[src/rtl/memory_pkg.sv]
// Shared types and widths for the memory arbiter and its bus interface.
package memory_pkg;

  localparam int unsigned AddrWidth = 30;
  localparam int unsigned DataWidth = 32;

  // Which port, if any, owns the read whose data the backend returns this cycle.
  typedef enum logic [1:0] {
    OwnerNone = 2'd0,
    OwnerA    = 2'd1,
    OwnerB    = 2'd2
  } readOwner_t;

endpackage

[src/rtl/memory_arbiter_if.sv]
// Bus bundle between the two requesters (core data port A, loader/DMA port B),
// the arbiter and the memory backend.
interface memory_arbiter_if;
  import memory_pkg::*;

  // Port A (core data)
  logic                 aReq;
  logic                 aWriteEnable;
  logic [AddrWidth-1:0] aAddress;
  logic [DataWidth-1:0] aDataIn;
  logic                 aGrant;
  logic                 aReadValid;
  logic [DataWidth-1:0] aDataOut;

  // Port B (loader/DMA)
  logic                 bReq;
  logic                 bWriteEnable;
  logic [AddrWidth-1:0] bAddress;
  logic [DataWidth-1:0] bDataIn;
  logic                 bGrant;
  logic                 bReadValid;
  logic [DataWidth-1:0] bDataOut;

  // Memory backend
  logic [AddrWidth-1:0] backendAddress;
  logic [DataWidth-1:0] backendDataIn;
  logic                 backendWriteEnable;
  logic [DataWidth-1:0] backendDataOut;

  // Arbiter view
  modport slave (
    input  aReq, aWriteEnable, aAddress, aDataIn,
    output aGrant, aReadValid, aDataOut,
    input  bReq, bWriteEnable, bAddress, bDataIn,
    output bGrant, bReadValid, bDataOut,
    output backendAddress, backendDataIn, backendWriteEnable,
    input  backendDataOut
  );

  // Requester/backend view
  modport master (
    output aReq, aWriteEnable, aAddress, aDataIn,
    input  aGrant, aReadValid, aDataOut,
    output bReq, bWriteEnable, bAddress, bDataIn,
    input  bGrant, bReadValid, bDataOut,
    input  backendAddress, backendDataIn, backendWriteEnable,
    output backendDataOut
  );

endinterface

[src/rtl/memory_arbiter.sv]
// Two-port memory arbiter. Port A wins ties until port B has been passed over
// STARVE_LIMIT times in a row. Grants and backend drive are combinational; read
// data returns one cycle after the grant, tagged with the registered owner.
module memory_arbiter
  import memory_pkg::*;
#(
  parameter int unsigned STARVE_LIMIT = 4  // must be >= 1
) (
  input logic              clock,
  input logic              reset,  // asynchronous, active low
  memory_arbiter_if.slave  bus
);

  localparam int unsigned CountWidth = $clog2(STARVE_LIMIT + 1);

  logic [CountWidth-1:0] starveCountQ, starveCountD;
  readOwner_t            ownerQ, ownerD;
  logic                  grantA, grantB;
  logic                  starved;

  assign starved = (starveCountQ == CountWidth'(STARVE_LIMIT));

  // Arbitration: A has priority unless B has waited long enough; nothing while in reset.
  always_comb begin
    grantA = 1'b0;
    grantB = 1'b0;
    if (reset) begin
      if (bus.bReq && (!bus.aReq || starved)) begin
        grantB = 1'b1;
      end else if (bus.aReq) begin
        grantA = 1'b1;
      end
    end
  end

  assign bus.aGrant = grantA;
  assign bus.bGrant = grantB;

  // Steer the winner's request to the backend; idle bus is all zeros.
  always_comb begin
    bus.backendAddress     = '0;
    bus.backendDataIn      = '0;
    bus.backendWriteEnable = 1'b0;
    if (grantA) begin
      bus.backendAddress     = bus.aAddress;
      bus.backendDataIn      = bus.aDataIn;
      bus.backendWriteEnable = bus.aWriteEnable;
    end else if (grantB) begin
      bus.backendAddress     = bus.bAddress;
      bus.backendDataIn      = bus.bDataIn;
      bus.backendWriteEnable = bus.bWriteEnable;
    end
  end

  // Count consecutive A wins while B waits; any B win or idle B restarts it.
  always_comb begin
    starveCountD = '0;
    if (bus.bReq && grantA && !starved) begin
      starveCountD = starveCountQ + CountWidth'(1);
    end
  end

  // Next read owner: only a granted read produces a return next cycle.
  always_comb begin
    ownerD = OwnerNone;
    if (grantA && !bus.aWriteEnable) begin
      ownerD = OwnerA;
    end else if (grantB && !bus.bWriteEnable) begin
      ownerD = OwnerB;
    end
  end

  // State registers; reset drops any read in flight.
  always_ff @(posedge clock or negedge reset) begin
    if (!reset) begin
      starveCountQ <= '0;
      ownerQ       <= OwnerNone;
    end else begin
      starveCountQ <= starveCountD;
      ownerQ       <= ownerD;
    end
  end

  // Read return: backend data is broadcast, the owner's strobe qualifies it.
  always_comb begin
    bus.aReadValid = (ownerQ == OwnerA);
    bus.bReadValid = (ownerQ == OwnerB);
    bus.aDataOut   = bus.backendDataOut;
    bus.bDataOut   = bus.backendDataOut;
  end

endmodule
[src/flat_wrapper.sv]
// flat-port wrapper written by rule: the top's interface ports become plain ports
module memory_arbiter_flat import memory_pkg::*;
#(
  parameter int unsigned STARVE_LIMIT = 4                 
)
  (clock, reset, bus_aReq, bus_aWriteEnable, bus_aAddress, bus_aDataIn, bus_aGrant, bus_aReadValid, bus_aDataOut, bus_bReq, bus_bWriteEnable, bus_bAddress, bus_bDataIn, bus_bGrant, bus_bReadValid, bus_bDataOut, bus_backendAddress, bus_backendDataIn, bus_backendWriteEnable, bus_backendDataOut);
  memory_arbiter_if bus_i ();
  input logic clock;
  input logic reset;
  input wire logic [$bits(bus_i.aReq)-1:0] bus_aReq;
  input wire logic [$bits(bus_i.aWriteEnable)-1:0] bus_aWriteEnable;
  input wire logic [$bits(bus_i.aAddress)-1:0] bus_aAddress;
  input wire logic [$bits(bus_i.aDataIn)-1:0] bus_aDataIn;
  output wire logic [$bits(bus_i.aGrant)-1:0] bus_aGrant;
  output wire logic [$bits(bus_i.aReadValid)-1:0] bus_aReadValid;
  output wire logic [$bits(bus_i.aDataOut)-1:0] bus_aDataOut;
  input wire logic [$bits(bus_i.bReq)-1:0] bus_bReq;
  input wire logic [$bits(bus_i.bWriteEnable)-1:0] bus_bWriteEnable;
  input wire logic [$bits(bus_i.bAddress)-1:0] bus_bAddress;
  input wire logic [$bits(bus_i.bDataIn)-1:0] bus_bDataIn;
  output wire logic [$bits(bus_i.bGrant)-1:0] bus_bGrant;
  output wire logic [$bits(bus_i.bReadValid)-1:0] bus_bReadValid;
  output wire logic [$bits(bus_i.bDataOut)-1:0] bus_bDataOut;
  output wire logic [$bits(bus_i.backendAddress)-1:0] bus_backendAddress;
  output wire logic [$bits(bus_i.backendDataIn)-1:0] bus_backendDataIn;
  output wire logic [$bits(bus_i.backendWriteEnable)-1:0] bus_backendWriteEnable;
  input wire logic [$bits(bus_i.backendDataOut)-1:0] bus_backendDataOut;
  assign bus_i.aReq = bus_aReq;
  assign bus_i.aWriteEnable = bus_aWriteEnable;
  assign bus_i.aAddress = bus_aAddress;
  assign bus_i.aDataIn = bus_aDataIn;
  assign bus_aGrant = bus_i.aGrant;
  assign bus_aReadValid = bus_i.aReadValid;
  assign bus_aDataOut = bus_i.aDataOut;
  assign bus_i.bReq = bus_bReq;
  assign bus_i.bWriteEnable = bus_bWriteEnable;
  assign bus_i.bAddress = bus_bAddress;
  assign bus_i.bDataIn = bus_bDataIn;
  assign bus_bGrant = bus_i.bGrant;
  assign bus_bReadValid = bus_i.bReadValid;
  assign bus_bDataOut = bus_i.bDataOut;
  assign bus_backendAddress = bus_i.backendAddress;
  assign bus_backendDataIn = bus_i.backendDataIn;
  assign bus_backendWriteEnable = bus_i.backendWriteEnable;
  assign bus_i.backendDataOut = bus_backendDataOut;
  memory_arbiter #(.STARVE_LIMIT(STARVE_LIMIT)) u_core (.clock(clock), .reset(reset), .bus(bus_i));
endmodule
[config.mk]
export PLATFORM = sky130hd
export DESIGN_NAME = memory_arbiter_flat
export DESIGN_NICKNAME = d
export VERILOG_FILES = /design/src/rtl/memory_pkg.sv /design/src/rtl/memory_arbiter_if.sv /design/src/rtl/memory_arbiter.sv /design/src/flat_wrapper.sv
export SDC_FILE = /design/constraint.sdc
export NUM_CORES = 1
export LEC_CHECK = 0
export CAP_MARGIN = 5
export CORE_AREA = 4 4 113 115
export CTS_CLUSTER_DIAMETER = 50
export DETAILED_ROUTE_END_ITERATION = 8
export DIE_AREA = 0 0 117 119
export SKIP_CTS_REPAIR_TIMING = 1
export SYNTH_ARGS = -nofsm -noshare
export SYNTH_HDL_FRONTEND = slang
export SYNTH_SLANG_ARGS = --single-unit
[constraint.sdc]
create_clock -name clock -period 2.1 [get_ports clock]
set_input_delay 0.21 -clock clock [delete_from_list [all_inputs] [get_ports clock]]
set_output_delay 0.21 -clock clock [all_outputs]
set_load 0.02 [all_outputs]
==> summary by stage, run 1 <==
Critical path
The total number of cells along the worst setup path is 8. For the worst flop-to-flop path, the logic depth is 7. The critical path ends at bus_backendDataIn[12]. The top cell family by delay on the critical path is buffers and inverters. The flop-to-flop setup slack is 610 ps.

The worst register-to-register path begins at u_core.starveCountQ[0]$_DFF_PN0_. The element type at the critical path end is an output pin. The largest stage delay on the critical path is 370 ps. The endpoint of the worst register-to-register path is u_core.ownerQ[1]$_DFF_PN0_.

The signal on the critical path passes through inv_1 > ha_4 > nand2_1 > a21oi_4 > buf_4 > buf_12 > a22o_1 > dlymetal6s2s_1. The required time at the endpoint of the critical path is 1890 ps. The critical path's slowest cell is sky130_fd_sc_hd__dfrtp_1.

The worst-path maximum fanout is 17. The most critical setup path has its startpoint at u_core.starveCountQ[0]$_DFF_PN0_. The startpoint class of the critical path is a flip-flop. The count of buffering cells on the critical path with inverters included is 4. The critical path is of the reg -> out type. The data arrival at the endpoint of the critical path is 1790 ps.

Floorplanning
In this run the count of I/O pins placed on the die edge is 293. The floorplan die area is 13900 um^2. The floorplan step set the die height to 119 um. In this run the core area contains 40 standard-cell rows. The die is 117 um wide.

The starting density of the core is 12.1%. After floorplanning, the core was sized to cover 11800 um^2.

Logic synthesis
Of the total synthesized cell area, the portion taken by AND, OR, NAND and NOR gates is 4.92%. After synthesis the cells add up to 1420 um^2. For this run, the register share of the synthesized area comes to 8.79%. The count of state elements after synthesis is 5. The number of different library cells in the post-synthesis netlist is 16. After synthesis, the largest area contributor takes up 38.8% of total cell area. The number of nets in the synthesized netlist is 329. Ranked by total cell area, the synthesized netlist is headed by sky130_fd_sc_hd__a22o_1 39%, sky130_fd_sc_hd__buf_4 35%, sky130_fd_sc_hd__dfrtp_1 8.8%.

The mean post-synth cell area is 8.63 um^2. For this run, the number of Yosys warnings is 0. The share of synthesized area spent on multiplexers is 0.791%. Synthesis produced a netlist whose cell count is 165.

The share of the synthesized netlist area taken by xor and xnor gates is 0%. The dominant combinational cell family by area after synthesis is buffers and inverters. The area share of fa/ha/maj cells after synthesis is 1.76%. The cell taking the most area after synthesis is sky130_fd_sc_hd__a22o_1. The synthesized-area fraction occupied by ao, oa, aoi and oai cells is 39.8%.

Timing
The minimum period implied by the final worst setup slack is 2000 ps. At the pin with the least slew margin, the transition time is 258 ps. The relative max-transition margin is 82.8%. On the final layout, the worst clock skew is 2.19 ps.

The number of max-slew violations in the final report is 0. Setup violations remaining at the end of the flow were counted as 0. The peak clock frequency supported by timing is 0.500 GHz. The final critical path takes up 95.2% of the cycle.

The number of failing hold endpoints at the final stage is 0. Across all setup checks in the final design, the least slack found is 101 ps. The setup TNS after final layout is 0 ps.

Power and ir drop
Dividing total power by cell area gives a power density of 329 nW/um^2. Registers are responsible for 9.9% of the overall power. The switching fraction of total power is 29.5%. Summed over all nets, the switching power comes to 0.297 mW. IR analysis of the VDD net gives a maximum drop of 0.229 mV. The internal power of the cells totals 0.710 mW.

The portion of total power attributed to the clock network is 30.9%. Combinational logic is responsible for 59.2% of the overall power. Summed over all cells, the static leakage comes to 1.56 nW.

CTS
The number of CTS-inserted buffers is 3. CTS built an H-tree with a depth of 1. The clock reaches the later pin of the worst-skew pair after 230 ps. After clock tree synthesis, the clock-pin slew on the worst setup and hold paths is 30 ps. Counting every sink on the clock net gives 5.

The TritonCTS clock tree is yes. The buffer depth of the longest clock path is 2. The tree is rooted in a sky130_fd_sc_hd__clkbuf_16.

Global routing
The pin count of the biggest net entering global routing is 35. The via count of the first global-routing pass is 1858. The initial antenna violation count is 0.

The first global-routing pass estimated 9290 um of wire. Global routing consumed, over all layers together, 8.43% of the routing resources. The total overflow left after global routing is 0.

Drt
The count of TritonRoute iterations in the first routing pass is 3. For this run, design rule violations remaining after detail routing come to 0. After the first detailed-routing iteration, the DRC count stood at 30. The wire length per cell after detailed routing is 15.9 um. Once detail routing completed, the nets flagged for antenna violations numbered 0. The final wirelength is 7140 um. Dividing the detail-routed via count by the number of cells gives 4.00. The vias after detailed routing is 1791.

Layout
Counting the fill cells in the layout gives 1274. The share of post-route cells with drive strength above 1 is 22.3%. In the final layout, the multi-input gates occupy 708 um^2. The number of inserted diodes is 0. From synthesis to final layout, the design area changed by 115%.

The sequential cells in the finished layout cover a total of 125 um^2. The final net count is 466.

Place
The congestion estimate from routability-driven global placement came to 0.710. The wire-length estimate of the detail-placed layout is 5990 um. Prior to clock tree synthesis, the placed netlist has a worst setup slack of -237 ps. In this run the tool buffered the top-level ports with 196 buffer cells.

Outcome
The flow ran to the end, and the final reports show no timing, DRC or antenna violations.

Flow run
The max-cap violation count is 0.

Hold path
The type of the tightest min-delay check is in -> async.
-- worst reg2reg max path: cells and delay by family (launching register included) --
family	cells	cell delay (ps)
adder cells (fa/ha/maj)	1	170
buffers and inverters	3	410
flip-flops	1	370
AND/OR/NAND/NOR	2	290
AO/OA/AOI/OAI	1	160
-- metal layers --
metal | vias up | global-route usage [%] | wire length [um]
li1 | 824 | - | -
met1 | 785 | 7.40 | 2230
met2 | 171 | 17.0 | 3700
met3 | 11 | 3.76 | 1130
met4 | 0 | 1.79 | 83
met5 | - | 0 | 0
-- per-stage QoR --
stage | utilization [%] | hold slack [ps] | cells | instance area (um^2) | total power, mW
5_1_grt | 25.9 | 355 | 448 | 3060 | 1.06
3_3_place_gp | 26.2 | 420 | 439 | 3090 | 0.742
6_report | 25.9 | 320 | 448 | 3060 | 1.01
4_1_cts | 26.8 | 319 | 443 | 3170 | 1.07
2_1_floorplan | - | -85.6 | 165 | 1420 | 0.503
3_5_place_dp | 26.2 | 420 | 439 | 3090 | 0.746
-- registers in the layout (all words and copies together), names as in the netlist --
name,flops
u_core.ownerQ,2
u_core.starveCountQ,3
-- layout by cell type, fill, tap and decap left out, types with 2 or more instances in the layout --
| cell type | instances |
|---|---|
| sky130_fd_sc_hd__buf_12 | 4 |
| sky130_fd_sc_hd__a22o_1 | 63 |
| sky130_fd_sc_hd__inv_1 | 2 |
| sky130_fd_sc_hd__clkbuf_2 | 45 |
| sky130_fd_sc_hd__clkbuf_16 | 4 |
| sky130_fd_sc_hd__nand2_1 | 3 |
| sky130_fd_sc_hd__nor2b_1 | 4 |
| sky130_fd_sc_hd__dlymetal6s2s_1 | 19 |
| sky130_fd_sc_hd__buf_4 | 9 |
| sky130_fd_sc_hd__dfrtp_1 | 5 |
| sky130_fd_sc_hd__clkdlybuf4s50_1 | 131 |
| sky130_fd_sc_hd__and4_1 | 2 |
-- how the worst min path moves through the flow --
stage	depth (start not counted)	startpoint	slack, ps	end
floorplan	0	reset	-90	u_core.ownerQ[0]$_DFF_PN0_
global route	2	reset	350	u_core.starveCountQ[2]$_DFF_PN0_
detailed placement	0	bus_backendDataOut[2]	420	bus_bDataOut[2]
finish	2	reset	320	u_core.starveCountQ[2]$_DFF_PN0_
global placement	0	bus_backendDataOut[2]	420	bus_bDataOut[2]
CTS	2	reset	320	u_core.starveCountQ[2]$_DFF_PN0_
-- power by group through the flow --
stage               combinational, mW  clock [mW]  sequential (mW)
floorplan                       0.402           0            0.101
global placement                0.641           0            0.101
detailed placement              0.645           0            0.101
CTS                             0.648       0.318            0.100
global route                    0.632       0.328            0.100
finish                          0.596       0.311            0.100
-- cells in the mapped netlist --
master,n
sky130_fd_sc_hd__ha_1,2
sky130_fd_sc_hd__buf_6,10
sky130_fd_sc_hd__nor2b_1,4
sky130_fd_sc_hd__buf_4,66
sky130_fd_sc_hd__nor2_1,1
sky130_fd_sc_hd__nand2_1,3
sky130_fd_sc_hd__a21oi_2,1
sky130_fd_sc_hd__and3_1,1
sky130_fd_sc_hd__mux2_2,1
sky130_fd_sc_hd__buf_2,2
sky130_fd_sc_hd__and4_1,2
sky130_fd_sc_hd__a31oi_1,1
sky130_fd_sc_hd__dfrtp_1,5
sky130_fd_sc_hd__inv_1,2
sky130_fd_sc_hd__a22o_1,63
sky130_fd_sc_hd__and2_1,1
-- layout make-up --
cell class	count	area share (%)
inverters	2	0.245
clock buffers	4	2.57
multi-input cells	80	23.1
repair buffers	210	64.0
well taps	147	6.01
flip-flops and latches	5	4.09
-- cell families after synthesis --
group                      Yosys count
and+or+nand+nor                     12
AOI/OAI and AO/OA                   65
DFF                                  5
muxes                                1
adders and majority gates            2
buffers and inverters               80
(Power assumes the default switching activity.)
==> run 2, diff against run 1 <==
CTS_BUF_LIST = sky130_fd_sc_hd__clkbuf_2   (was default)
PLACE_DENSITY_LB_ADDON = 0.08   (was default)
==> run 2 against run 1 <==
Compared with the run above: sequential share of layout area about the same; setup slack improved by 9.3 ps; total power decreased by 22%; worst hold slack improved by 9.5 ps; first-iteration DRC count decreased by 17%; die area unchanged; clock power decreased by 72%; global-route usage decreased by 0.38 points; non-clock buffer count decreased by 2; critical path depth unchanged; critical endpoint is now bus_backendAddress[9]; fmax increased by 0.47%.
==> summary by stage, run 2 (synthesis results as in run 1) <==
Layout
The flip-flop count of the largest register after layout is 3. The share of post-route cells with drive strength above 1 is 18.7%. The area taken by multi-input logic gates is 708 um^2.

The number of inserted diodes is 0. Compared with the post-synthesis result, the final layout area differs by 117%. The register bank with the most flops is u_core.starveCountQ. The top cell types in the final layout, fill and taps aside, are 131 x sky130_fd_sc_hd__clkdlybuf4s50_1, 63 x sky130_fd_sc_hd__a22o_1, 37 x sky130_fd_sc_hd__clkbuf_2, 30 x sky130_fd_sc_hd__dlymetal6s2s_1, 7 x sky130_fd_sc_hd__buf_4.

The post-route standard cell area excluding fillers is 3090 um^2. The sequential standard cell area is 125 um^2. The post-layout utilization of the core is 26.1%. The largest registers in the layout are u_core.starveCountQ x3, u_core.ownerQ x2. At the end of the flow, the number of nets in the layout was 464. Leaving out fill and tap cells, the most frequent cell in the layout is sky130_fd_sc_hd__clkdlybuf4s50_1. After the flow finishes, the layout carries non-filler instances totaling 446. Counting the fill cells in the layout gives 1286.

Drt
The vias after detailed routing is 1713. The count of TritonRoute iterations in the first routing pass is 4. The final wirelength is 6690 um. The number of nets with antenna violations after routing is 0. In the final routed layout, each cell accounts on average for 15.0 um. The DRC marker count from the first detailed-route iteration is 25. Using the TritonRoute via totals, the vias-per-cell ratio works out to 3.84. The number of DRC violations after detailed routing is 0.

Global routing
The met3 usage is 2.90%. Global routing used 6.81% of the available met1 tracks. The global router's overall resource usage is 8.05%. Entering global routing, the biggest net connects 35 pins. The first-pass GRT wire length is 8930 um. In this run the most used layer during global routing was met2. Global routing used 16.1% of the available met2 tracks. The via count of the first global-routing pass is 1759. The initial antenna violation count is 0.

The total congestion overflow is 0.

Place
The placer's final routability congestion estimate is 0.717. The placed standard-cell area is 3090 um^2. The post-placement setup slack is -298 ps. Including well taps, the total number of placed cells is 439. The HPWL after detailed placement is 5410 um. In this run the tool buffered the top-level ports with 196 buffer cells.

Outcome
The run finished with clean final reports.

Timing
The tightest hold path in the finished design has a slack of 330 ps. Setup violations remaining at the end of the flow were counted as 0. Setup total negative slack on the finished layout was measured at 0 ps.

The final cycle utilization of the critical path is 94.7%. The number of max-slew violations in the final report is 0. For the pin with the worst max-slew slack, the measured transition is 248 ps.

The final critical-path setup slack is 110 ps. The minimum period implied by the final worst setup slack is 1990 ps. Timing would allow up to 0.503 GHz. The relative max-transition margin is 83.4%. The number of failing hold endpoints at the final stage is 0. The clock tree skew after final layout is 2.73 ps.

Critical path
The logic depth of the worst register-to-register path is 7. STA puts the critical path data arrival time at 1780 ps. The critical path in this run is classified as reg -> out. The startpoint class of the critical path is a flip-flop.

The worst-path maximum fanout is 31. The element type at the critical path end is an output pin. The required time at the endpoint of the critical path is 1890 ps.

Floorplanning
In this run the vertical extent of the chip is 119 um. The floorplan step defined a die boundary enclosing 13900 um^2. For this design the top-level I/O count stands at 293. Measured along the x axis, the die boundary spans 117 um.

The area of the core region is 11800 um^2. The initial utilization of the core area, before any placement, comes to 12.1%. The row count is 40.

CTS
The TritonCTS clock tree is yes. After clock tree synthesis, the clock-pin slew on the worst setup and hold paths is 60 ps. The clock reaches the later pin of the worst-skew pair after 210 ps. The sink count of the clock tree is 5. No sink is reached through more buffers than the 2 on the longest clock path.

The root buffer cell is sky130_fd_sc_hd__clkbuf_2. In this run the number of H-tree levels came out at 1. Counting the buffers created by CTS gives 3.

Power and ir drop
The share of total power dissipated in sequential elements is 12.7%. For this design the static power due to leakage is 1.69 nW. Net switching is 34.2% of the power. The analysis attributes to net switching a power of 0.270 mW. The fraction of power consumed by combinational cells is 76.3%.

Dividing total power by cell area gives a power density of 256 nW/um^2. IR analysis of the VDD net gives a maximum drop of 0.0862 mV. The cell internal power dissipation is 0.519 mW.

Overall power consumption after layout is estimated at 0.789 mW. The portion of total power attributed to the clock network is 11.1%.

Hold path
In this run the worst hold path is classified as in -> async.

Flow run
The max-cap violation count is 0.
## run 2: cell types whose count changed in the layout (fill, tap and decap cells not counted), sizes merged
cell,change
dlymetal6s2s,+11
buf,-1
clkbuf,-12
## run 2: power groups by stage
stage               logic (mW)  clock network [mW]  registers, mW
floorplan                0.402                   0          0.101
global placement         0.645                   0          0.101
detailed placement       0.643                   0          0.101
CTS                      0.646              0.0945         0.0997
global route             0.638               0.103         0.0999
finish                   0.602              0.0873         0.0999
## run 2: path summary, 6_finish.rpt
kind,startpoint,slack (ps),to
max,u_core.starveCountQ[0]$_DFF_PN0_,110,bus_backendAddress[9]
min,reset,330,u_core.ownerQ[1]$_DFF_PN0_
max reg2reg,u_core.starveCountQ[0]$_DFF_PN0_,640,u_core.ownerQ[1]$_DFF_PN0_
min reg2reg,u_core.starveCountQ[0]$_DFF_PN0_,720,u_core.starveCountQ[0]$_DFF_PN0_
max in group asynchronous,reset,1660,u_core.starveCountQ[1]$_DFF_PN0_
min in group clock,bus_backendDataOut[11],420,bus_aDataOut[11]
## run 2: cell type report
| type | instances | area share [%] |
|---|---|---|
| flip-flops and latches | 5 | 4.05 |
| multi-input cells | 80 | 22.9 |
| inverters | 2 | 0.243 |
| clock buffers | 4 | 0.649 |
| well taps | 147 | 5.96 |
| repair buffers | 208 | 66.2 |
## run 2: worst max-delay path, cell delays in order (launching register included)
cell	delay, ps
sky130_fd_sc_hd__dfrtp_1	380
sky130_fd_sc_hd__inv_2	90
sky130_fd_sc_hd__ha_4	160
sky130_fd_sc_hd__nand2_1	100
sky130_fd_sc_hd__a21oi_4	170
sky130_fd_sc_hd__buf_12	130
sky130_fd_sc_hd__buf_16	160
sky130_fd_sc_hd__a22o_1	140
sky130_fd_sc_hd__dlymetal6s2s_1	220
## run 2: layer usage
metal  vias up  wire (um)
li1        822          -
met3        15        922
met2       133       3490
met1       743       2160
met4         0        115
met5         -          0
==> run 3, diff against run 2 <==
CORE_AREA = 4 4 112 114   (was 4 4 113 115)
DIE_AREA = 0 0 116 118   (was 0 0 117 119)
clock period = 2.2 ns   (was 2.1 ns; I/O delays follow)
==> run 3 against run 2 <==
Compared with the run above: sequential power is 4.7% lower; sequential share of layout area down 0.073 points; worst hold slack worse by 8.2 ps; via count grew 3.2%; critical path type unchanged; utilization rose by 1.4 points; clock skew up 8.3 ps; die area fell by 1.7%.
==> summary by stage, run 3 (synthesis results as in run 1) <==
Critical path
The last element of the critical path is bus_backendDataIn[4]. The worst setup path is captured at an output pin. The required time at the endpoint of the critical path is 1980 ps.

The logic depth of the worst register-to-register path is 6. The worst setup path is of the reg -> out kind. In this run the worst setup path begins at u_core.starveCountQ[0]$_DFF_PN0_. Walking the worst path, the cells encountered are inv_1 > ha_1 > buf_4 > a31oi_4 > buf_6 > clkbuf_16 > a22o_1 > buf_2. In this run the critical register-to-register path is captured at u_core.ownerQ[0]$_DFF_PN0_. The total number of cells along the worst setup path is 8. The worst register-to-register path begins at u_core.starveCountQ[0]$_DFF_PN0_.

The count of buffering cells on the critical path with inverters included is 5. In this design, the stage delay of the slowest critical-path cell is 340 ps. The startpoint class of the critical path is a flip-flop.

The flop-to-flop setup slack is 710 ps. The critical path's slowest cell is sky130_fd_sc_hd__dfrtp_1. Data on the critical path arrives at its endpoint at 1860 ps. The kind of cell with the highest combined delay along the critical path is buffers and inverters. Of all nets on the critical path, the largest fanout is 17.

Timing
The minimum period implied by the final worst setup slack is 2080 ps. The number of failing hold endpoints at the final stage is 0. Timing would allow up to 0.480 GHz. Headroom to the max-slew limit came out at 81.0%. The final critical path takes up 94.6% of the cycle. Setup repair after global routing could not meet its margin everywhere. The transition at the pin with the smallest max-transition slack is 285 ps.

The clock tree skew after final layout is 11.0 ps. The number of max-slew violations in the final report was 0. Setup violations remaining at the end of the flow were counted as 0.

Layout
The largest registers in the layout are u_core.starveCountQ x3, u_core.ownerQ x2. The final net count is 467. 0 antenna diodes ended up in the layout. The register bank with the most flops is u_core.starveCountQ. The area taken by multi-input logic gates is 696 um^2. From synthesis to final layout, the design area changed by 121%. The flip-flop count of the largest register after layout is 3. The post-route standard cell area excluding fillers is 3140 um^2. Cells with a size suffix above 1 make up 16.2% of the layout. Measured on the finished design, the core utilization comes to 27.5%.

Counting the fill cells in the layout gives 1253. The library cell used most frequently in the layout, excluding fill and tap cells, is sky130_fd_sc_hd__clkdlybuf4s50_1. The sequential standard cell area is 125 um^2. The library cells used most frequently in the layout, excluding fill and tap cells, are 131 x sky130_fd_sc_hd__clkdlybuf4s50_1, 63 x sky130_fd_sc_hd__a22o_1, 38 x sky130_fd_sc_hd__dlymetal6s2s_1, 26 x sky130_fd_sc_hd__clkbuf_2, 13 x sky130_fd_sc_hd__buf_4.

CTS
The clock net in this run drives a total of 5 sinks. The root buffer cell is sky130_fd_sc_hd__clkbuf_2. The TritonCTS clock tree is yes. The buffer depth of the longest clock path is 2.

The number of CTS-inserted buffers is 3. The worst-skew pair later-pin latency is 220 ps. CTS built an H-tree with a depth of 1. The clock slew at the register clock pins of the worst setup and hold paths is 60 ps.

Floorplanning
The height of the die is 118 um. The die width is 116 um. The floorplan die area is 13700 um^2. The starting density of the core is 12.5%.

293 I/O pins were placed. In this run the core area contains 39 standard-cell rows. The area of the core region is 11400 um^2.

Power and ir drop
The worst-case IR drop observed on VDD is 0.0783 mV. The total design power is 0.776 mW. For this design the static power due to leakage is 1.82 nW. The power density relative to cell area is 247 nW/um^2.

Drt
The DRC marker count from the first detailed-route iteration is 41. For this block, the via count after detailed routing is 1767. The per-cell via count in the routed design is 3.97. The number of DRC violations after detailed routing is 0. The final wirelength is 9170 um.

Dividing the detail-routed wire length by the instance count gives 20.6 um. The number of nets with antenna violations after routing is 0. The count of TritonRoute iterations in the first routing pass is 2.

Hold path
The type of the tightest min-delay check is in -> async.

Place
Port buffering added 196 buffers. The placed instances occupy a cell area of 3100 um^2. The placer's final routability congestion estimate is 0.726.

The HPWL after detailed placement is 7760 um.

Outcome
The flow ran to the end, and the final reports show no timing, DRC or antenna violations.

Global routing
The via count of the first global-routing pass is 1751. The first global-routing pass estimated 11800 um of wire. The pin count of the biggest net entering global routing is 35. The total congestion overflow is 0. The initial antenna violation count is 0. Global routing used 11.4% of the available tracks.

Flow run
The max-cap violation count is 0.
-- run 3: layer usage --
layer / global-route usage [%] / up-vias / part of all wire, %
met1: 10.3 / 774 / 32
met3: 6.02 / 16 / 15
met2: 22.4 / 149 / 52
met5: 0 / - / 0
met4: 1.81 / 0 / 0.81
li1: - / 828 / -
-- run 3: final cells by class --
type | instances | area share, %
Clock buffer | 4 | 0.637
Inverter | 2 | 0.239
Multi-Input combinational cell | 80 | 22.1
Sequential cell | 5 | 3.98
Tap cell | 143 | 5.69
Timing Repair Buffer | 211 | 67.3
-- run 3: worst min-delay path by stage --
stage,end,slack (ps)
floorplan,u_core.ownerQ[0]$_DFF_PN0_,-80
global placement,bus_bDataOut[7],440
detailed placement,bus_bDataOut[7],440
CTS,u_core.starveCountQ[2]$_DFF_PN0_,310
global route,u_core.starveCountQ[1]$_DFF_PN0_,330
finish,u_core.starveCountQ[1]$_DFF_PN0_,320
-- run 3: power breakdown --
part           leakage, nW  switching [mW]  internal (mW)
clock network       0.0166          0.0391         0.0481
logic                 1.73           0.231          0.363
registers           0.0686         0.00103         0.0942
-- run 3: through the flow --
step	setup WS (ps)	cells	TNS, ps	hold slack [ps]
2_1_floorplan	621	165	0	-75.6
3_3_place_gp	-178	438	-5410	440
3_5_place_dp	-186	438	-5880	440
4_1_cts	-361	442	-16950	310
5_1_grt	-6.04	445	-13.9	329
6_report	118	445	0	321
-- run 3: worst register-to-register path, stage by stage (launching register included) --
cell	delay, ps
sky130_fd_sc_hd__dfrtp_1	340
sky130_fd_sc_hd__inv_1	50
sky130_fd_sc_hd__ha_1	200
sky130_fd_sc_hd__buf_4	150
sky130_fd_sc_hd__a31oi_4	250
sky130_fd_sc_hd__buf_12	220
sky130_fd_sc_hd__nor2b_1	200
